File: src/rtl/core_stream_bridge.sv
// Generic single-clock FIFO: registered storage, head entry shown combinationally.
// Latency: a push is visible at the head on the cycle after it is written.
// Backpressure: pop_vld drops when empty; a push while full is dropped.
module gen_fifo #(
    parameter int WIDTH = 8,
    parameter int DEPTH = 4
) (
    input  logic             clk,
    input  logic             rst,
    input  logic             push_vld,
    input  logic [WIDTH-1:0] push_dat,
    output logic             pop_vld,
    input  logic             pop_rdy,
    output logic [WIDTH-1:0] pop_dat
);
    localparam int PTR_W = (DEPTH > 1) ? $clog2(DEPTH) : 1;
    localparam int CNT_W = $clog2(DEPTH + 1);
    localparam logic [PTR_W-1:0] LAST_PTR = PTR_W'(DEPTH - 1);
    localparam logic [PTR_W-1:0] PTR_ONE  = PTR_W'(1);
    localparam logic [CNT_W-1:0] FULL_CNT = CNT_W'(DEPTH);
    localparam logic [CNT_W-1:0] CNT_ONE  = CNT_W'(1);

    logic [WIDTH-1:0] mem_q [DEPTH];
    logic [PTR_W-1:0] wr_ptr_q, wr_ptr_d, rd_ptr_q, rd_ptr_d;
    logic [CNT_W-1:0] cnt_q, cnt_d;
    logic             do_push, do_pop;

    assign pop_vld = (cnt_q != '0);
    assign pop_dat = mem_q[rd_ptr_q];

    // Pointer and occupancy update; simultaneous push and pop both take effect.
    always_comb begin
        do_push  = push_vld & (cnt_q != FULL_CNT);
        do_pop   = pop_vld & pop_rdy;
        wr_ptr_d = wr_ptr_q;
        rd_ptr_d = rd_ptr_q;
        cnt_d    = cnt_q;
        if (do_push) wr_ptr_d = (wr_ptr_q == LAST_PTR) ? '0 : wr_ptr_q + PTR_ONE;
        if (do_pop)  rd_ptr_d = (rd_ptr_q == LAST_PTR) ? '0 : rd_ptr_q + PTR_ONE;
        case ({do_push, do_pop})
            2'b10:   cnt_d = cnt_q + CNT_ONE;
            2'b01:   cnt_d = cnt_q - CNT_ONE;
            default: cnt_d = cnt_q;
        endcase
    end

    // Control state registers.
    always_ff @(posedge clk) begin
        if (rst) begin
            wr_ptr_q <= '0;
            rd_ptr_q <= '0;
            cnt_q    <= '0;
        end else begin
            wr_ptr_q <= wr_ptr_d;
            rd_ptr_q <= rd_ptr_d;
            cnt_q    <= cnt_d;
        end
    end

    // Storage needs no reset: entries are only read once written.
    always_ff @(posedge clk) begin
        if (do_push) mem_q[wr_ptr_q] <= push_dat;
    end
endmodule

// MNIST core front end: serialises LANES-pixel beats to 1 pixel/cycle and tags results.
// Latency: beat accepted at t drives lane k at t+1+k; result visible the cycle after core_o_valid.
// Backpressure: s_ready only on the last lane, and a new frame waits until results have room.
module core_stream_bridge #(
    parameter int DATA_WIDTH   = 8,
    parameter int LANES        = 4,
    parameter int FRAME_PIXELS = 784,
    parameter int RES_DEPTH    = 4,
    parameter int TAG_WIDTH    = 8
) (
    input  logic                        clk,
    input  logic                        rst,
    input  logic                        s_valid,
    output logic                        s_ready,
    input  logic [LANES*DATA_WIDTH-1:0] s_pixels,
    input  logic                        s_last,
    output logic                        core_i_valid,
    output logic [DATA_WIDTH-1:0]       core_pixel,
    input  logic                        core_o_valid,
    input  logic [3:0]                  core_digit,
    output logic                        m_valid,
    input  logic                        m_ready,
    output logic [3:0]                  m_digit,
    output logic [TAG_WIDTH-1:0]        m_tag,
    output logic                        frame_err
);
    localparam int LANE_W = (LANES > 1) ? $clog2(LANES) : 1;
    localparam int PIX_W  = (FRAME_PIXELS > 1) ? $clog2(FRAME_PIXELS) : 1;
    localparam int CNT_W  = $clog2(RES_DEPTH + 1);
    localparam int RES_W  = TAG_WIDTH + 4;
    localparam logic [LANE_W-1:0]    LAST_LANE = LANE_W'(LANES - 1);
    localparam logic [LANE_W-1:0]    LANE_ONE  = LANE_W'(1);
    localparam logic [PIX_W-1:0]     LAST_BEAT = PIX_W'(FRAME_PIXELS - LANES);
    localparam logic [PIX_W-1:0]     PIX_STEP  = PIX_W'(LANES);
    localparam logic [CNT_W-1:0]     DEPTH_CNT = CNT_W'(RES_DEPTH);
    localparam logic [CNT_W-1:0]     CNT_ONE   = CNT_W'(1);
    localparam logic [TAG_WIDTH-1:0] TAG_ONE   = TAG_WIDTH'(1);

    typedef enum logic {IDLE, SHIFT} state_t;

    state_t                               state_q, state_d;
    logic [LANES-1:0][DATA_WIDTH-1:0]     buf_q, buf_d;
    logic [LANE_W-1:0]                    lane_q, lane_d;
    logic                                 last_q, last_d;
    logic [PIX_W-1:0]                     pix_cnt_q, pix_cnt_d;
    logic [CNT_W-1:0]                     in_flight_q, in_flight_d;
    logic [CNT_W-1:0]                     outstanding_q, outstanding_d;
    logic [TAG_WIDTH-1:0]                 tag_cnt_q, tag_cnt_d;
    logic                                 frame_err_q, frame_err_d;

    logic             admit, beat_acc, frame_start, beat_is_last, frame_sent;
    logic             res_push, res_pop, fifo_vld;
    logic [RES_W-1:0] fifo_dat;

    // Handshake and frame-level events; admission looks at registered in_flight only.
    always_comb begin
        admit        = (pix_cnt_q != '0) | (in_flight_q < DEPTH_CNT);
        s_ready      = ~rst & ((state_q == IDLE) | (lane_q == LAST_LANE)) & admit;
        beat_acc     = s_valid & s_ready;
        beat_is_last = (pix_cnt_q == LAST_BEAT);
        frame_start  = beat_acc & (pix_cnt_q == '0);
        frame_sent   = (state_q == SHIFT) & (lane_q == LAST_LANE) & last_q;
        res_pop      = fifo_vld & m_ready;
        res_push     = core_o_valid & (outstanding_q != '0);
    end

    // Serialiser FSM: load a beat, walk its lanes, reload on the last lane without a bubble.
    always_comb begin
        state_d = state_q;
        buf_d   = buf_q;
        lane_d  = lane_q;
        last_d  = last_q;
        case (state_q)
            IDLE: begin
                if (beat_acc) begin
                    state_d = SHIFT;
                    buf_d   = s_pixels;
                    lane_d  = '0;
                    last_d  = beat_is_last;
                end
            end
            SHIFT: begin
                if (lane_q == LAST_LANE) begin
                    if (beat_acc) begin
                        buf_d  = s_pixels;
                        lane_d = '0;
                        last_d = beat_is_last;
                    end else begin
                        state_d = IDLE;
                    end
                end else begin
                    lane_d = lane_q + LANE_ONE;
                end
            end
            default: state_d = IDLE;
        endcase
    end

    // Frame counters, result bookkeeping and the sticky protocol error.
    always_comb begin
        pix_cnt_d = pix_cnt_q;
        if (beat_acc) pix_cnt_d = beat_is_last ? '0 : pix_cnt_q + PIX_STEP;

        case ({frame_start, res_pop})
            2'b10:   in_flight_d = in_flight_q + CNT_ONE;
            2'b01:   in_flight_d = in_flight_q - CNT_ONE;
            default: in_flight_d = in_flight_q;
        endcase

        case ({frame_sent, res_push})
            2'b10:   outstanding_d = outstanding_q + CNT_ONE;
            2'b01:   outstanding_d = outstanding_q - CNT_ONE;
            default: outstanding_d = outstanding_q;
        endcase

        tag_cnt_d = res_push ? tag_cnt_q + TAG_ONE : tag_cnt_q;

        frame_err_d = frame_err_q
                    | (beat_acc & (s_last != beat_is_last))
                    | (core_o_valid & (outstanding_q == '0));
    end

    // State registers.
    always_ff @(posedge clk) begin
        if (rst) begin
            state_q       <= IDLE;
            buf_q         <= '0;
            lane_q        <= '0;
            last_q        <= 1'b0;
            pix_cnt_q     <= '0;
            in_flight_q   <= '0;
            outstanding_q <= '0;
            tag_cnt_q     <= '0;
            frame_err_q   <= 1'b0;
        end else begin
            state_q       <= state_d;
            buf_q         <= buf_d;
            lane_q        <= lane_d;
            last_q        <= last_d;
            pix_cnt_q     <= pix_cnt_d;
            in_flight_q   <= in_flight_d;
            outstanding_q <= outstanding_d;
            tag_cnt_q     <= tag_cnt_d;
            frame_err_q   <= frame_err_d;
        end
    end

    gen_fifo #(
        .WIDTH (RES_W),
        .DEPTH (RES_DEPTH)
    ) u_res_fifo (
        .clk      (clk),
        .rst      (rst),
        .push_vld (res_push),
        .push_dat ({tag_cnt_q, core_digit}),
        .pop_vld  (fifo_vld),
        .pop_rdy  (m_ready),
        .pop_dat  (fifo_dat)
    );

    assign core_i_valid       = (state_q == SHIFT);
    assign core_pixel         = core_i_valid ? buf_q[lane_q] : '0;
    assign m_valid            = fifo_vld;
    assign {m_tag, m_digit}   = fifo_vld ? fifo_dat : '0;
    assign frame_err          = frame_err_q;
endmodule

File: config.mk
export PLATFORM = sky130hd
export DESIGN_NAME = core_stream_bridge
export DESIGN_NICKNAME = d
export VERILOG_FILES = /design/src/rtl/core_stream_bridge.sv
export SDC_FILE = /design/constraint.sdc
export NUM_CORES = 1
export LEC_CHECK = 0
export ABC_CLOCK_PERIOD_IN_PS = 3200
export BUFFER_PORTS_ARGS = -buffer_cell sky130_fd_sc_hd__buf_2
export CAP_MARGIN = 20
export CORE_MARGIN = 5
export CORE_UTILIZATION = 45
export DETAILED_ROUTE_END_ITERATION = 6
export PLACE_DENSITY = 0.76
export SETUP_SLACK_MARGIN = 0.1
export SLEW_MARGIN = 20
export SYNTH_ARGS = -nofsm -noshare
export SYNTH_HDL_FRONTEND = slang
export SYNTH_SLANG_ARGS = --single-unit
File: constraint.sdc
create_clock -name clk -period 3.2 [get_ports clk]
set_clock_uncertainty 0.05 [all_clocks]
set_input_delay 0 -clock clk [delete_from_list [all_inputs] [get_ports clk]]
set_output_delay 0 -clock clk [all_outputs]
set_load 0.02 [all_outputs]
* Word level (Yosys, flattened, before mapping)
Memories as Yosys holds them, arrays and structs flattened. A register that Yosys moved wholly into a read port is not among the register bits.
Index checks and enable logic that the tools add are counted.
** Word-level totals
- Bits in writable memories :: 48
- Flip-flop bits (word level) :: 68
- Input port bits :: 42
- Memories :: 1
** Memories
- u_res_fifo.mem_q :: words 4, bits a word 12, read ports 1, clocked after memory_dff 1, write ports 1, RTL line 23 : logic [WIDTH-1:0] mem_q [DEPTH];
** Cells by class
- Bitwise gates (word level) :: 17
- Equality and inequality tests :: 13
- Reduce and logical (&&, ||, !) cells :: 8
- Multiplexer cells :: 26
- $add $sub $neg :: 11
- $lt $le $gt $ge :: 2
** Operators by type and width (number)
- $mux 32 :: 2
- $pmux 32 s2 :: 1
- $pmux 3 s2 :: 3
- $bmux 8 s2 :: 1
- $mux 8 :: 2
- $eq 2x2->1 const B :: 6
- $mux 12 :: 1
- $mux 2 :: 6
- $and 1x1->1 :: 11
- $add 10x3->10 const B :: 1
- $eq 10x10->1 const B :: 1
- $logic_not 10->1 :: 1
- $mux 10 :: 1
- $reduce_bool 10->1 :: 1
- $add 3x1->3 const B :: 3
- $sub 3x1->3 const B :: 3
- $add 8x1->8 const B :: 1
- $add 2x1->2 const B :: 3
- $eq 2x1->1 const B :: 3
- $mux 1 :: 6
- $reduce_bool 2->1 :: 3
- $reduce_bool 3->1 :: 2
- $or 1x1->1 :: 4
- $pmux 1 s2 :: 2
- other kinds (8) :: 9

* Depth between registers and ports, before layout
- Word-level depth :: 8
- Mapped depth :: 13

* Hierarchy
Synthesis repeated with hierarchy kept, for this count alone.
** Unflattened totals
- Cell total of the unflattened synthesis :: 436
- Area, all modules :: 4959.8 µm²
** By module, submodules not included
- core_stream_bridge :: area each 2741.4 µm², seq. area each 1181.1 µm², cells each 322, instances 1
- gen_fifo :: area each 2218.4 µm², seq. area each 1621.6 µm², cells each 114, instances 1

* Worst setup path before layout
OpenSTA, ideal clock, no wires.
- Path type :: register to register
- Start point :: reg lane_q[0]
- End point :: reg in_flight_q[2]
- Period minus slack after synthesis :: 2.739 ns
- Cell stages (with the launch flop) :: 14
- Data required time :: 3.080 ns
- Setup slack :: 0.461 ns
- Arrival time :: 2.618 ns
- Library setup time :: 0.070 ns
- Cell sequence :: dfxtp_1 > ha_1 > nand2b_1 > nand2_1 > clkbuf_1 > buf_1 > nor2_1 > nand4_1 > ha_1 > inv_1 > fa_1 > xor2_1 > or3_1 > a21oi_1
** Between the ends
- Cells in the longest elaborated chain, start to end :: 8
- Elaborated cells on any way between the ends :: 10
- Classes of those cells :: 3 x eq/ne; 1 x mux; 5 x bitwise; 1 x reduce/logical
** Ends and longest elaborated chain
- from (decl) :: RTL line 108 : logic [LANE_W-1:0] lane_q, lane_d;
- from (signal assigned) :: RTL line 203 : lane_q <= lane_d;
- $eq 2x2->1 * :: RTL line 123 : s_ready = ~rst & ((state_q == IDLE) | (lane_q == LAST_LANE)) & admit;
- $or 1x1->1 * :: RTL line 123
- $and 1x1->1 * (2 in a row) :: RTL line 123
- $and 1x1->1 * :: RTL line 124 : beat_acc = s_valid & s_ready;
- $and 1x1->1 * :: RTL line 126 : frame_start = beat_acc & (pix_cnt_q == '0);
- $eq 2x1->1 or $eq 2x2->1 (tied branches) :: RTL line 169 : case ({frame_start, res_pop})
- $pmux 3 s2 or $reduce_bool 2->1 (tied branches)
- to (signal assigned) :: RTL line 206 : in_flight_q <= in_flight_d;
- to (decl) :: RTL line 111 : logic [CNT_W-1:0] in_flight_q, in_flight_d;
Every way passes the cells marked *; elsewhere a longest branch is shown, timed or not.
A chain may end at the register's enable or synchronous reset.

* Worst setup path after layout
- Start point :: reg outstanding_q[0]
- End point :: reg u_res_fifo.cnt_q[2]
** Between the ends
- Cells in the longest elaborated chain, start to end :: 5
- Elaborated cells on any way between the ends :: 7
- Classes of those cells :: 2 x eq/ne; 1 x mux; 2 x bitwise; 2 x reduce/logical
** Ends and longest elaborated chain
- from (decl) :: RTL line 112 : logic [CNT_W-1:0] outstanding_q, outstanding_d;
- from (signal assigned) :: RTL line 207 : outstanding_q <= outstanding_d;
- $reduce_bool 3->1 * :: RTL line 129 : res_push = core_o_valid & (outstanding_q != '0);
- $and 1x1->1 * :: RTL line 129
- $and 1x1->1 * :: RTL line 33 : do_push = push_vld & (cnt_q != FULL_CNT);
- $eq 2x1->1 or $eq 2x2->1 (tied branches) :: RTL line 40 : case ({do_push, do_pop})
- $pmux 3 s2 or $reduce_bool 2->1 (tied branches)
- to (signal assigned) :: RTL line 56 : cnt_q <= cnt_d;
- to (decl) :: RTL line 25 : logic [CNT_W-1:0] cnt_q, cnt_d;
Marks and branches as above.

==> load_flow_metrics.sql <==
INSERT INTO impl_metrics (metric_group, metric, value, unit) VALUES
('outcome', 'outcome', 'finished clean', ''),
('timing', 'final_min_period_over_clock_period', '0.8055', ''),
('routing', 'drt_pre_antenna_iters', '4', ''),
('floorplan', 'area_of_the_core', '10980', 'um2'),
('clocking', 'worstSkewPairLatency', '0.40', 'ns'),
('final_layout', 'register_area', '2803', 'um2'),
('logic_synthesis', 'dominant_combinational_cell_family_by_area_after_synthesis', 'simple AND/OR/NAND/NOR gates', ''),
('final_layout', 'area_taken_by_multi_input_logic_gates', '2082', 'um2'),
('setup_path', 'crit_fanout', '7', ''),
('logic_synthesis', 'synth-compound-area-share', '0.1105', ''),
('logic_synthesis', 'synth_enable_flop_cells', '48', ''),
('timing', 'final.min_clock_period', '2.578', 'ns'),
('clocking', 'cts-root-to-sink-buffers', '2', ''),
('clocking', 'clock_tree_from_tritoncts', 'built', ''),
('place', 'dp.cells', '634', ''),
('floorplan', 'start_util', '0.4648', ''),
('routing', 'avgViaCountPerCell', '5.456', ''),
('logic_synthesis', 'synth_most_common_cell', 'dfxtp_1', ''),
('routing', 'drt_first_iter_violations', '236', ''),
('logic_synthesis', 'synth.net_count', '509', ''),
('logic_synthesis', 'post_synth_xor_area_fraction', '0.02230', ''),
('timing', 'timing.final.hold_violations', '0', ''),
('place', 'place.port_buffers', '65', ''),
('place', 'total_half_perimeter_wirelength_after_legalization_and_detailed_placement', '6.971', 'mm'),
('logic_synthesis', 'netlist_top_cells_area', 'edfxtp_1, dfxtp_1, mux4_2', ''),
('routing', 'final_antenna_net_count', '0', ''),
('logic_synthesis', 'synth-async-reset-ratio', '0', ''),
('setup_path', 'critPathArrivalTime', '2.86', 'ns'),
('logic_synthesis', 'mappedNetlistArea', '5105', 'um2'),
('floorplan', 'dieHeight', '116.5', 'um'),
('timing', 'hold_ws', '0.3100', 'ns'),
('timing', 'max_clock_freq', '387.9', 'MHz'),
('clocking', 'postCtsSetupRepairBufs', '0', ''),
('clocking', 'clkSinkCount', '116', ''),
('final_layout', 'post_route_cells_drive_above_1_share', '0.2236', ''),
('pwr', 'leak_pwr', '2.390', 'nW'),
('logic_synthesis', 'yosys.area_share.adder', '0.04118', ''),
('floorplan', 'row_count', '38', ''),
('clocking', 'clkTransAtPathRegs', '0.05', 'ns'),
('timing', 'maxSlewViolCount', '0', ''),
('logic_synthesis', 'post_synth.cell_area_avg', '11.29', 'um2'),
('routing', 'num_vias', '3868', ''),
('grt', 'gr-usage-all-layers', '0.1739', ''),
('timing', 'setup_violations', '0', ''),
('clocking', 'clock_tree.root_cell', 'clkbuf_16', ''),
('logic_synthesis', 'yosysSeqAreaShare', '0.5490', ''),
('logic_synthesis', 'muxShareOfSynthArea', '0.09828', ''),
('final_layout', 'filler_cell_count', '852', ''),
('grt', 'grt_pass1_vias', '3910', ''),
('floorplan', 'dieArea', '13570', 'um2'),
('routing', 'wl_per_cell', '15.93', 'um'),
('grt', 'initial_antenna_violation_count', '0', ''),
('setup_path', 'required', '3.48', 'ns'),
('logic_synthesis', 'yosys.area.top_type_share', '0.2824', ''),
('logic_synthesis', 'synth_flop_cell', 'dfxtp_1', ''),
('floorplan', 'fp.dieW', '116.5', 'um'),
('floorplan', 'i_o_pin_total', '66', ''),
('logic_synthesis', 'yosys.area_share.simple', '0.1355', ''),
('logic_synthesis', 'synth_seq_cells', '116', ''),
('final_layout', 'final_cell_count_no_fill', '709', ''),
('logic_synthesis', 'library_cells_used_by_synthesis', '44', ''),
('setup_path', 'critPathLaunchType', 'flop', ''),
('logic_synthesis', 'synthTopCellsByCount', 'dfxtp_1, edfxtp_1, a21oi_1, nand3_1, o21ai_0', ''),
('job', 'max-cap-violations', '0', ''),
('setup_path', 'crit_type', 'reg2reg', ''),
('logic_synthesis', 'yosys_warnings', '0', ''),
('pwr', 'power.density_cell_area', '560.3', 'nW/um2'),
('routing', 'drt_drc_violations_left', '0', ''),
('timing', 'tightestPinTransition', '0.8583', 'ns'),
('final_layout', 'flow.area_growth_from_synthesis', '27.84', '%'),
('min_path', 'hold_path.class', 'in2reg', '');
-- stage by stage --
stage / setup slack (ns) / power, mW / instance area (um2)
final: 0.6223 / 3.656 / 6526
after global routing: 0.4111 / 3.784 / 6524
after CTS: 0.6123 / 3.679 / 6524
after detailed placement: 0.6316 / 1.799 / 5517
after global placement: 0.7528 / 1.792 / 5517
after floorplan: 0.4612 / 1.735 / 5105
-- per-layer routing --
| metal | part of all wire | track usage | vias to the layer above | wire length, um |
|---|---|---|---|---|
| met3 | 0.056 | 0.04456 | 20 | 637 |
| met1 | 0.42 | 0.2148 | 1869 | 4743 |
| met5 | 0 | 0 | - | 0 |
| met4 | 0.014 | 0.05723 | 0 | 153 |
| li1 | - | - | 1853 | - |
| met2 | 0.51 | 0.2982 | 126 | 5762 |
-- kinds of logic (layout without fill, tap and decap cells) --
logic type / after synthesis / count (layout)
compound gates: 102 / 102
mux: 25 / 25
simple gates: 131 / 131
xor+xnor: 13 / 13
buf+inv: 50 / 166
fa+ha+maj: 15 / 15
other cells: 0 / 1
flops: 116 / 116
-- worst paths after layout --
path	start	end	slack (ns)	depth (start not counted)
worst max-delay path	outstanding_q[0]	u_res_fifo.cnt_q[2]	0.62	9
worst min-delay path	core_digit[2]	u_res_fifo.mem_q[2][2]	0.31	2
worst max register to register	outstanding_q[0]	u_res_fifo.cnt_q[2]	0.62	9
worst min register to register	buf_q[24]	buf_q[24]	0.42	2
-- worst max-delay path, cell delays in order, from the launching register on --
cell     delay (ns)
dfxtp_1        0.34
o31ai_1        0.54
a31oi_1        0.25
inv_1          0.12
ha_1           0.18
inv_1          0.06
fa_1           0.38
xor2_1         0.16
or3_1          0.31
a21oi_1        0.13
-- layout by cell type (no fill, tap or decap), types with 2 or more instances in the layout --
cell type / netlist / final
a211oi_1: 2 / 2
a21oi_1: 47 / 47
and2_1: 25 / 25
buf_2: 2 / 65
buf_4: 2 / 8
bufinv_16: 0 / 2
clkbuf_1: 20 / 2
clkbuf_16: 0 / 17
clkbuf_8: 0 / 2
clkinv_2: 0 / 2
clkinv_4: 0 / 2
clkinvlp_4: 0 / 4
dfxtp_1: 68 / 68
dlygate4sd3_1: 0 / 42
edfxtp_1: 48 / 48
fa_1: 3 / 3
ha_1: 12 / 12
inv_1: 19 / 19
mux2i_1: 4 / 4
mux4_2: 20 / 20
nand2_1: 12 / 12
nand2b_1: 6 / 6
nand3_1: 38 / 38
nand4_1: 6 / 6
nor2_1: 25 / 25
nor3_1: 3 / 3
nor4_1: 3 / 3
o211ai_1: 2 / 2
o21ai_0: 37 / 37
o21ai_1: 3 / 3
o22ai_1: 2 / 2
o31ai_1: 2 / 2
o32ai_1: 2 / 2
or3_1: 6 / 6
xnor2_1: 3 / 3
xor2_1: 10 / 10
-- cell type report --
type,instances,share of cell area
clock inverter,11,0.01936
inverter,19,0.01093
multi-input combinational,286,0.3190
antenna,1,0.0003834
timing repair buffer,115,0.1235
tap,140,0.02684
clock buffer,21,0.07055
sequential,116,0.4294
-- flip-flops by register name, indices dropped and copies added (netlist names), 2 cells and up, named ones only --
register / count
buf_q: 32
in_flight_q: 3
lane_q: 2
outstanding_q: 3
pix_cnt_q: 8
tag_cnt_q: 8
u_res_fifo.cnt_q: 3
u_res_fifo.mem_q: 48
u_res_fifo.rd_ptr_q: 2
u_res_fifo.wr_ptr_q: 2
-- power by group --
group / internal (mW) / total [mW] / switching (mW)
clock network: 1.19 / 1.85 / 0.658
registers: 1.56 / 1.58 / 0.0198
logic: 0.107 / 0.228 / 0.121
total: 2.86 / 3.66 / 0.799
-- timing repair --
action,4_1_cts,5_1_grt
hold buffers,42,0
hold endpoints to repair,53,0
resized for setup,0,0
(Power assumes the default switching activity.)
